===== src/rtl/midi_uart_mk2.sv =====
// midi_uart_mk2 -- MIDI UART with oversampled, glitch-filtered receiver,
// RX/TX FIFOs with valid/ready handshakes and status/byte-number tracking.
// Everything runs on CLOCK_25, with a shared tick enable from a baud divider.
//
// Optional build macro: MIDI_RUNNING_STATUS_TX_EN
//   When defined, the transmitter drops a channel status byte (80-EF)
//   that repeats the last transmitted status (running status).
//
// Ports:
//   CLOCK_25      in   system clock
//   reset_reg_N   in   async active-low reset
//   midi_rxd      in   serial in (idle high, asynchronous)
//   midi_txd      out  serial out (idle high)
//   rx_data       out  head of RX FIFO
//   rx_is_status  out  head entry is a status byte
//   rx_byte_nr    out  head entry's data-byte index since its status
//   rx_valid      out  RX FIFO not empty
//   rx_ready      in   pop head when rx_valid & rx_ready
//   cur_status    out  last accepted status byte
//   sys_real      out  one-cycle pulse on a realtime byte
//   sys_real_dat  out  last realtime byte
//   framing_err   out  one-cycle pulse on bad stop bit
//   overrun       out  one-cycle pulse when a byte is dropped (RX FIFO full)
//   tx_data       in   byte to send
//   tx_valid      in   push request
//   tx_ready      out  TX FIFO not full
//   tx_busy       out  shifter active or TX FIFO non-empty
//
// RX FSM states:  IDLE | START (verify start bit at half bit) | DATA (8 bits)
//                 | STOP (sample stop bit) | WAIT (framing error, wait for high)
// TX FSM states:  IDLE | START | DATA | STOP
module midi_uart_mk2 #(
    parameter int CLK_HZ     = 25000000,
    parameter int BAUD       = 31250,
    parameter int OVERSAMPLE = 16,
    parameter int RX_DEPTH   = 8,
    parameter int TX_DEPTH   = 8
) (
    input  logic       CLOCK_25,
    input  logic       reset_reg_N,
    input  logic       midi_rxd,
    output logic       midi_txd,
    output logic [7:0] rx_data,
    output logic       rx_is_status,
    output logic [7:0] rx_byte_nr,
    output logic       rx_valid,
    input  logic       rx_ready,
    output logic [7:0] cur_status,
    output logic       sys_real,
    output logic [7:0] sys_real_dat,
    output logic       framing_err,
    output logic       overrun,
    input  logic [7:0] tx_data,
    input  logic       tx_valid,
    output logic       tx_ready,
    output logic       tx_busy
);
    localparam int DIV   = (CLK_HZ + (BAUD * OVERSAMPLE) / 2) / (BAUD * OVERSAMPLE);
    localparam int DW    = (DIV > 1) ? $clog2(DIV) : 1;
    localparam int OW    = $clog2(OVERSAMPLE);
    localparam int RX_AW = $clog2(RX_DEPTH);
    localparam int TX_AW = $clog2(TX_DEPTH);

    // ---------------- tick divider ----------------
    logic [DW-1:0] div_cnt;
    logic          tick;

    always_ff @(posedge CLOCK_25 or negedge reset_reg_N) begin
        if (!reset_reg_N) begin
            div_cnt <= '0;
            tick    <= 1'b0;
        end else if (div_cnt == '0) begin
            div_cnt <= DW'(DIV - 1);
            tick    <= 1'b1;
        end else begin
            div_cnt <= div_cnt - 1'b1;
            tick    <= 1'b0;
        end
    end

    // ---------------- RX synchroniser + majority filter ----------------
    logic       rxd_meta, rxd_sync;
    logic [1:0] smp;
    logic       rx_filt;
    logic       filt_next;

    // Majority of the two previous tick samples and the current one.
    assign filt_next = (smp[0] & smp[1]) | (smp[0] & rxd_sync) | (smp[1] & rxd_sync);

    always_ff @(posedge CLOCK_25 or negedge reset_reg_N) begin
        if (!reset_reg_N) begin
            rxd_meta <= 1'b1;
            rxd_sync <= 1'b1;
            smp      <= 2'b11;
            rx_filt  <= 1'b1;
        end else begin
            rxd_meta <= midi_rxd;
            rxd_sync <= rxd_meta;
            if (tick) begin
                smp     <= {smp[0], rxd_sync};
                rx_filt <= filt_next;
            end
        end
    end

    // ---------------- RX FSM ----------------
    typedef enum logic [2:0] {RX_IDLE, RX_START, RX_DATA, RX_STOP, RX_WAIT} rx_state_t;
    rx_state_t     rx_state;
    logic [OW-1:0] rx_cnt;
    logic [2:0]    rx_bit;
    logic [7:0]    rx_sh;
    logic          acc_valid;
    logic [7:0]    acc_byte;

    always_ff @(posedge CLOCK_25 or negedge reset_reg_N) begin
        if (!reset_reg_N) begin
            rx_state    <= RX_IDLE;
            rx_cnt      <= '0;
            rx_bit      <= '0;
            rx_sh       <= '0;
            acc_valid   <= 1'b0;
            acc_byte    <= '0;
            framing_err <= 1'b0;
        end else begin
            acc_valid   <= 1'b0;
            framing_err <= 1'b0;
            if (tick) begin
                case (rx_state)
                    RX_IDLE: if (rx_filt && !filt_next) begin
                        rx_state <= RX_START;
                        rx_cnt   <= OW'(OVERSAMPLE / 2 - 1);
                    end
                    RX_START: if (rx_cnt == '0) begin
                        if (filt_next) rx_state <= RX_IDLE;
                        else begin
                            rx_state <= RX_DATA;
                            rx_cnt   <= OW'(OVERSAMPLE - 1);
                            rx_bit   <= '0;
                        end
                    end else rx_cnt <= rx_cnt - 1'b1;
                    RX_DATA: if (rx_cnt == '0) begin
                        rx_sh  <= {filt_next, rx_sh[7:1]};
                        rx_cnt <= OW'(OVERSAMPLE - 1);
                        rx_bit <= rx_bit + 1'b1;
                        if (rx_bit == 3'd7) rx_state <= RX_STOP;
                    end else rx_cnt <= rx_cnt - 1'b1;
                    RX_STOP: if (rx_cnt == '0) begin
                        if (filt_next) begin
                            acc_valid <= 1'b1;
                            acc_byte  <= rx_sh;
                            rx_state  <= RX_IDLE;
                        end else begin
                            framing_err <= 1'b1;
                            rx_state    <= RX_WAIT;
                        end
                    end else rx_cnt <= rx_cnt - 1'b1;
                    RX_WAIT: if (filt_next) rx_state <= RX_IDLE;
                    default: rx_state <= RX_IDLE;
                endcase
            end
        end
    end

    // ---------------- classification ----------------
    logic        is_real, is_stat, rx_push;
    logic [7:0]  byte_cnt, cnt_next;
    logic [16:0] push_word;

    assign is_real   = (acc_byte >= 8'hF8);
    assign is_stat   = acc_byte[7] && (acc_byte != 8'hF7) && !is_real;
    assign cnt_next  = (byte_cnt == 8'hFF) ? 8'hFF : byte_cnt + 8'd1;
    assign rx_push   = acc_valid && !is_real;
    assign push_word = is_stat ? {acc_byte, 1'b1, 8'h00} : {acc_byte, 1'b0, cnt_next};

    always_ff @(posedge CLOCK_25 or negedge reset_reg_N) begin
        if (!reset_reg_N) begin
            cur_status   <= '0;
            sys_real     <= 1'b0;
            sys_real_dat <= '0;
            byte_cnt     <= '0;
        end else begin
            sys_real <= 1'b0;
            if (acc_valid) begin
                if (is_real) begin
                    sys_real_dat <= acc_byte;
                    sys_real     <= 1'b1;
                end else if (is_stat) begin
                    cur_status <= acc_byte;
                    byte_cnt   <= '0;
                end else byte_cnt <= cnt_next;
            end
        end
    end

    // ---------------- RX FIFO (first-word-fall-through) ----------------
    logic [16:0]     rx_mem [RX_DEPTH];
    logic [RX_AW-1:0] rx_wp, rx_rp;
    logic [RX_AW:0]   rx_count;
    logic             rx_full, rx_pop, rx_wr;
    logic [16:0]      rx_head;

    assign rx_full  = (rx_count == (RX_AW+1)'(RX_DEPTH));
    assign rx_valid = (rx_count != '0);
    assign rx_pop   = rx_valid && rx_ready;
    // A pop in the same cycle frees the slot a full FIFO needs.
    assign rx_wr    = rx_push && (!rx_full || rx_pop);
    assign rx_head  = rx_mem[rx_rp];
    assign rx_data      = rx_valid ? rx_head[16:9] : 8'h00;
    assign rx_is_status = rx_valid ? rx_head[8]    : 1'b0;
    assign rx_byte_nr   = rx_valid ? rx_head[7:0]  : 8'h00;

    always_ff @(posedge CLOCK_25) begin
        if (rx_wr) rx_mem[rx_wp] <= push_word;
    end

    always_ff @(posedge CLOCK_25 or negedge reset_reg_N) begin
        if (!reset_reg_N) begin
            rx_wp    <= '0;
            rx_rp    <= '0;
            rx_count <= '0;
            overrun  <= 1'b0;
        end else begin
            overrun <= rx_push && rx_full && !rx_pop;
            if (rx_wr)  rx_wp <= rx_wp + 1'b1;
            if (rx_pop) rx_rp <= rx_rp + 1'b1;
            if (rx_wr && !rx_pop)      rx_count <= rx_count + 1'b1;
            else if (!rx_wr && rx_pop) rx_count <= rx_count - 1'b1;
        end
    end

    // ---------------- TX FIFO ----------------
    typedef enum logic [1:0] {TX_IDLE, TX_START, TX_DATA, TX_STOP} tx_state_t;
    tx_state_t        tx_state;
    logic [7:0]       tx_mem [TX_DEPTH];
    logic [TX_AW-1:0] tx_wp, tx_rp;
    logic [TX_AW:0]   tx_count;
    logic             tx_push, tx_pop, tx_drop;
    logic [7:0]       tx_head;

    assign tx_ready = (tx_count != (TX_AW+1)'(TX_DEPTH));
    assign tx_push  = tx_valid && tx_ready;
    assign tx_pop   = (tx_state == TX_IDLE) && (tx_count != '0);
    assign tx_head  = tx_mem[tx_rp];
    assign tx_busy  = (tx_state != TX_IDLE) || (tx_count != '0);

    always_ff @(posedge CLOCK_25) begin
        if (tx_push) tx_mem[tx_wp] <= tx_data;
    end

    always_ff @(posedge CLOCK_25 or negedge reset_reg_N) begin
        if (!reset_reg_N) begin
            tx_wp    <= '0;
            tx_rp    <= '0;
            tx_count <= '0;
        end else begin
            if (tx_push) tx_wp <= tx_wp + 1'b1;
            if (tx_pop)  tx_rp <= tx_rp + 1'b1;
            if (tx_push && !tx_pop)      tx_count <= tx_count + 1'b1;
            else if (!tx_push && tx_pop) tx_count <= tx_count - 1'b1;
        end
    end

`ifdef MIDI_RUNNING_STATUS_TX_EN
    logic [7:0] last_tx_status;
    logic       head_chan;

    assign head_chan = (tx_head >= 8'h80) && (tx_head <= 8'hEF);
    assign tx_drop   = head_chan && (tx_head == last_tx_status);

    always_ff @(posedge CLOCK_25 or negedge reset_reg_N) begin
        if (!reset_reg_N) last_tx_status <= '0;
        else if (tx_pop) begin
            if (head_chan) last_tx_status <= tx_head;
            else if (tx_head >= 8'hF0 && tx_head <= 8'hF7) last_tx_status <= '0;
        end
    end
`else
    assign tx_drop = 1'b0;
`endif

    // ---------------- TX FSM ----------------
    logic [OW-1:0] tx_cnt;
    logic [2:0]    tx_bit;
    logic [7:0]    tx_sh;

    always_ff @(posedge CLOCK_25 or negedge reset_reg_N) begin
        if (!reset_reg_N) begin
            tx_state <= TX_IDLE;
            tx_cnt   <= '0;
            tx_bit   <= '0;
            tx_sh    <= '0;
            midi_txd <= 1'b1;
        end else begin
            case (tx_state)
                TX_IDLE: if (tx_pop && !tx_drop) begin
                    tx_sh    <= tx_head;
                    midi_txd <= 1'b0;
                    tx_cnt   <= OW'(OVERSAMPLE - 1);
                    tx_state <= TX_START;
                end
                TX_START: if (tick) begin
                    if (tx_cnt == '0) begin
                        midi_txd <= tx_sh[0];
                        tx_sh    <= {1'b0, tx_sh[7:1]};
                        tx_bit   <= '0;
                        tx_cnt   <= OW'(OVERSAMPLE - 1);
                        tx_state <= TX_DATA;
                    end else tx_cnt <= tx_cnt - 1'b1;
                end
                TX_DATA: if (tick) begin
                    if (tx_cnt == '0) begin
                        tx_cnt <= OW'(OVERSAMPLE - 1);
                        if (tx_bit == 3'd7) begin
                            midi_txd <= 1'b1;
                            tx_state <= TX_STOP;
                        end else begin
                            midi_txd <= tx_sh[0];
                            tx_sh    <= {1'b0, tx_sh[7:1]};
                            tx_bit   <= tx_bit + 1'b1;
                        end
                    end else tx_cnt <= tx_cnt - 1'b1;
                end
                TX_STOP: if (tick) begin
                    if (tx_cnt == '0) tx_state <= TX_IDLE;
                    else tx_cnt <= tx_cnt - 1'b1;
                end
                default: tx_state <= TX_IDLE;
            endcase
        end
    end
endmodule


===== config.mk =====
export PLATFORM = sky130hd
export DESIGN_NAME = midi_uart_mk2
export DESIGN_NICKNAME = d
export VERILOG_FILES = /design/src/rtl/midi_uart_mk2.sv
export SDC_FILE = /design/constraint.sdc
export NUM_CORES = 1
export LEC_CHECK = 0
export ABC_AREA = 0
export CELL_PAD_IN_SITES_DETAIL_PLACEMENT = 2
export CELL_PAD_IN_SITES_GLOBAL_PLACEMENT = 2
export CORE_MARGIN = 5
export CORE_UTILIZATION = 45
export CTS_BUF_LIST = sky130_fd_sc_hd__clkbuf_4 sky130_fd_sc_hd__clkbuf_8
export DETAILED_ROUTE_END_ITERATION = 8
export PLACE_DENSITY_LB_ADDON = 0.1
export SLEW_MARGIN = 30
export SYNTH_ARGS = -nofsm -noshare
export SYNTH_HDL_FRONTEND = slang
export SYNTH_SLANG_ARGS = --single-unit

===== constraint.sdc =====
create_clock -name CLOCK_25 -period 8.3 [get_ports CLOCK_25]
set_input_delay 1.66 -clock CLOCK_25 [delete_from_list [all_inputs] [get_ports CLOCK_25]]
set_output_delay 1.66 -clock CLOCK_25 [all_outputs]
set_load 0.02 [all_outputs]

==> flow_summary.ini <==
[timing]
setup_ws_ns = 3.65
hold_viol = 0
fmax_ghz = 0.215
drv_slew = 0
finalCriticalPeriod_ns = 4.65
grt_setup_unrepaired = no
tns_ns = 0
slew_headroom_pct = 35.2
final-setup-viol-count = 0
holdWs_ns = 0.358
min_period_over_period_pct = 56.1
skew_ns = 0.0158
worst_slew_pin_slew_ns = 0.969

[setup_path]
required_ns = 6.64
ff2ff_setup_slack_ns = 4.88
critPathBufInv = 2
startpoint_type = flop
worstPathMaxFanout = 36
reg2reg_depth = 11
path_class = flop to output pin
r2r_start = acc_byte[4]
critPathTopFamily = buffers and inverters
r2r_end = rx_count[3]
crit_chain = buf_4, mux4_2, mux2i_1, nor2_1, clkdlybuf4s50_1
cp-end-kind = output pin
max_stage_delay_ns = 0.59
cp_data_arrival_time_ns = 2.99
cp_slowest_cell = mux4_2

[logic_synthesis]
synth.distinct_cells = 71
synthesis.nets = 817
ys_ff_latch = 304
postSynthCellCount = 778
ys_warn_count = 0
synth_edf_count = 200
synthesis.area_mm2 = 0.0128
syn_area_per_cell_um2 = 16.4
synthFlopType = edfxtp_1
async_reset_ff_share_pct = 34.2
ys_seq_area_share_pct = 67.4

[floorplanning]
coreArea_mm2 = 0.0279
die_area_mm2 = 0.0319
start_util_pct = 45.8
die_w_um = 179
placementRows = 61
die_height_um = 179
ios = 53

[cells_and_area]
nets = 907
synthToLayoutAreaGrowth_pct = 16.6
antenna_cells = 0
final_common_cell = edfxtp_1
drive_gt1_share_pct = 26.3
layout_common_cells = 200 x edfxtp_1, 95 x dfrtp_1, 59 x clkbuf_8
fin_cells = 1288

[power_and_ir_drop]
power_density_mw_per_mm2 = 220
ir_drop_mv = 0.147
p_leak_nw = 5.74
power.total_mw = 3.28

[global_routing]
antenna_found_initial = 0
gr-total-overflow = 0
track_usage_pct = 19.2
grt_pass1_wl_um = 47000
grt_start_max_net_pins = 70
grt_pass1_vias = 8102

[clock_tree]
post_cts_buffers = 0
cts_tree = done
path_clk_slew_ns = 0.06
ctsHtreeMaxLevel = 2
ctsHoldBuffers = 0
clock_latency_ns = 0.57
root_buffer = clkbuf_8
cts_made_buffers = 51
clockBufferDepth = 3
ctsResizeCount = 0
cts_sinks = 304

[routing]
drt_first_pass_iters = 5
vias = 7071
ant_nets = 0
wirelength_um = 29600
routed_via_density = 5.49
dr.first_iter.drc_count = 319
drc = 0
wl_per_cell_um = 23.0

[outcome]
status = finished clean

[min_path]
hold_depth = 0
min-delay-start = rxd_meta
min_to = rxd_sync
hold_class = flop to flop

[placed_design]
io_buffer_count = 52
gp_congestion = 0.744
post-place-ws_ns = 3.84
dpl.hpwl_um = 19200
placed_cells = 1190

[flow_run]
drv_cap = 0
power breakdown:
group | switching, mW | total, mW | internal, mW | leakage (nW)
combinational | 0.103 | 0.171 | 0.0679 | 1.69
clock | 0.600 | 1.38 | 0.782 | 0.571
sequential | 0.0469 | 1.72 | 1.68 | 3.48
total | 0.750 | 3.28 | 2.53 | 5.74
stage by stage:
stage | area (um2) | utilization [%]
finish | 14900 | 53.4
floorplan | 12800 | -
detailed placement | 13800 | 49.3
global placement | 13800 | 49.3
global route | 14900 | 53.4
CTS | 14900 | 53.2
sequential cells by signal (all words and copies together) (netlist names), 8 cells and up:
register / count
cur_status: 8
tx_mem: 64
sys_real_dat: 8
rx_mem: 136
rx_sh: 8
acc_byte: 8
byte_cnt: 8
tx_sh: 8
cell usage after synthesis (3+ instances only):
cell type	count	share of area, %
buf_1	3	0.088
nor2b_1	4	0.20
o221ai_1	4	0.27
o22ai_1	4	0.20
mux2_2	46	4.1
edfxtp_1	200	47
mux4_2	49	8.6
or2_2	12	0.59
nor3_1	20	0.78
dfstp_2	6	1.2
nor2_1	48	1.4
inv_1	27	0.79
o21a_1	5	0.29
nor3b_1	4	0.23
dfrtp_1	98	19
xnor2_1	17	1.2
clkbuf_1	8	0.23
a221oi_1	3	0.21
nand2b_1	12	0.59
buf_2	7	0.27
a21oi_1	34	1.3
a21o_1	3	0.18
a31oi_1	3	0.15
ha_1	24	2.3
nand3_1	9	0.35
and3_1	3	0.15
nor4_1	4	0.20
buf_4	8	0.47
nand2_1	22	0.65
o21ai_0	12	0.47
mux2i_1	26	2.0
cell type report:
type                            count  area, um2
Sequential cell                   304       8620
Fill cell                        2512      13000
Tap cell                          378        473
Clock inverter                     21        154
Multi-Input combinational cell    419       3990
Clock buffer                       74        925
Inverter                           27        101
Timing Repair Buffer               65        642
per-layer routing:
| metal | up-vias | part of all wire [%] | GRT usage, % |
|---|---|---|---|
| li1 | 3172 | - | - |
| met1 | 3734 | 42 | 24.2 |
| met2 | 128 | 54 | 34.6 |
| met3 | 37 | 3.2 | 3.07 |
| met4 | 0 | 1.4 | 4.96 |
| met5 | - | 0 | 0 |
worst max path at each step:
stage	from	end	slack (ns)	depth (start not counted)
after floorplan	rx_ready	rx_mem[0][0]	4.21	3
after global placement	rx_ready	rx_count[3]	4.05	11
after detailed placement	rx_ready	rx_count[3]	3.84	11
after CTS	rx_rp[0]	rx_byte_nr[7]	3.57	5
after global routing	rx_rp[0]	rx_byte_nr[2]	3.48	5
final	rx_rp[0]	rx_byte_nr[7]	3.65	5
logic make-up after synthesis:
kind of cell,after synthesis,share of synthesized area [%]
AO/OA/AOI/OAI,90,4.76
buffers and inverters,55,1.99
multiplexers,121,14.7
XOR/XNOR,19,1.30
flip-flops,304,67.4
adder cells (fa/ha/maj),27,2.77
AND/OR/NAND/NOR,162,7.08
(Power assumes the default switching activity.)
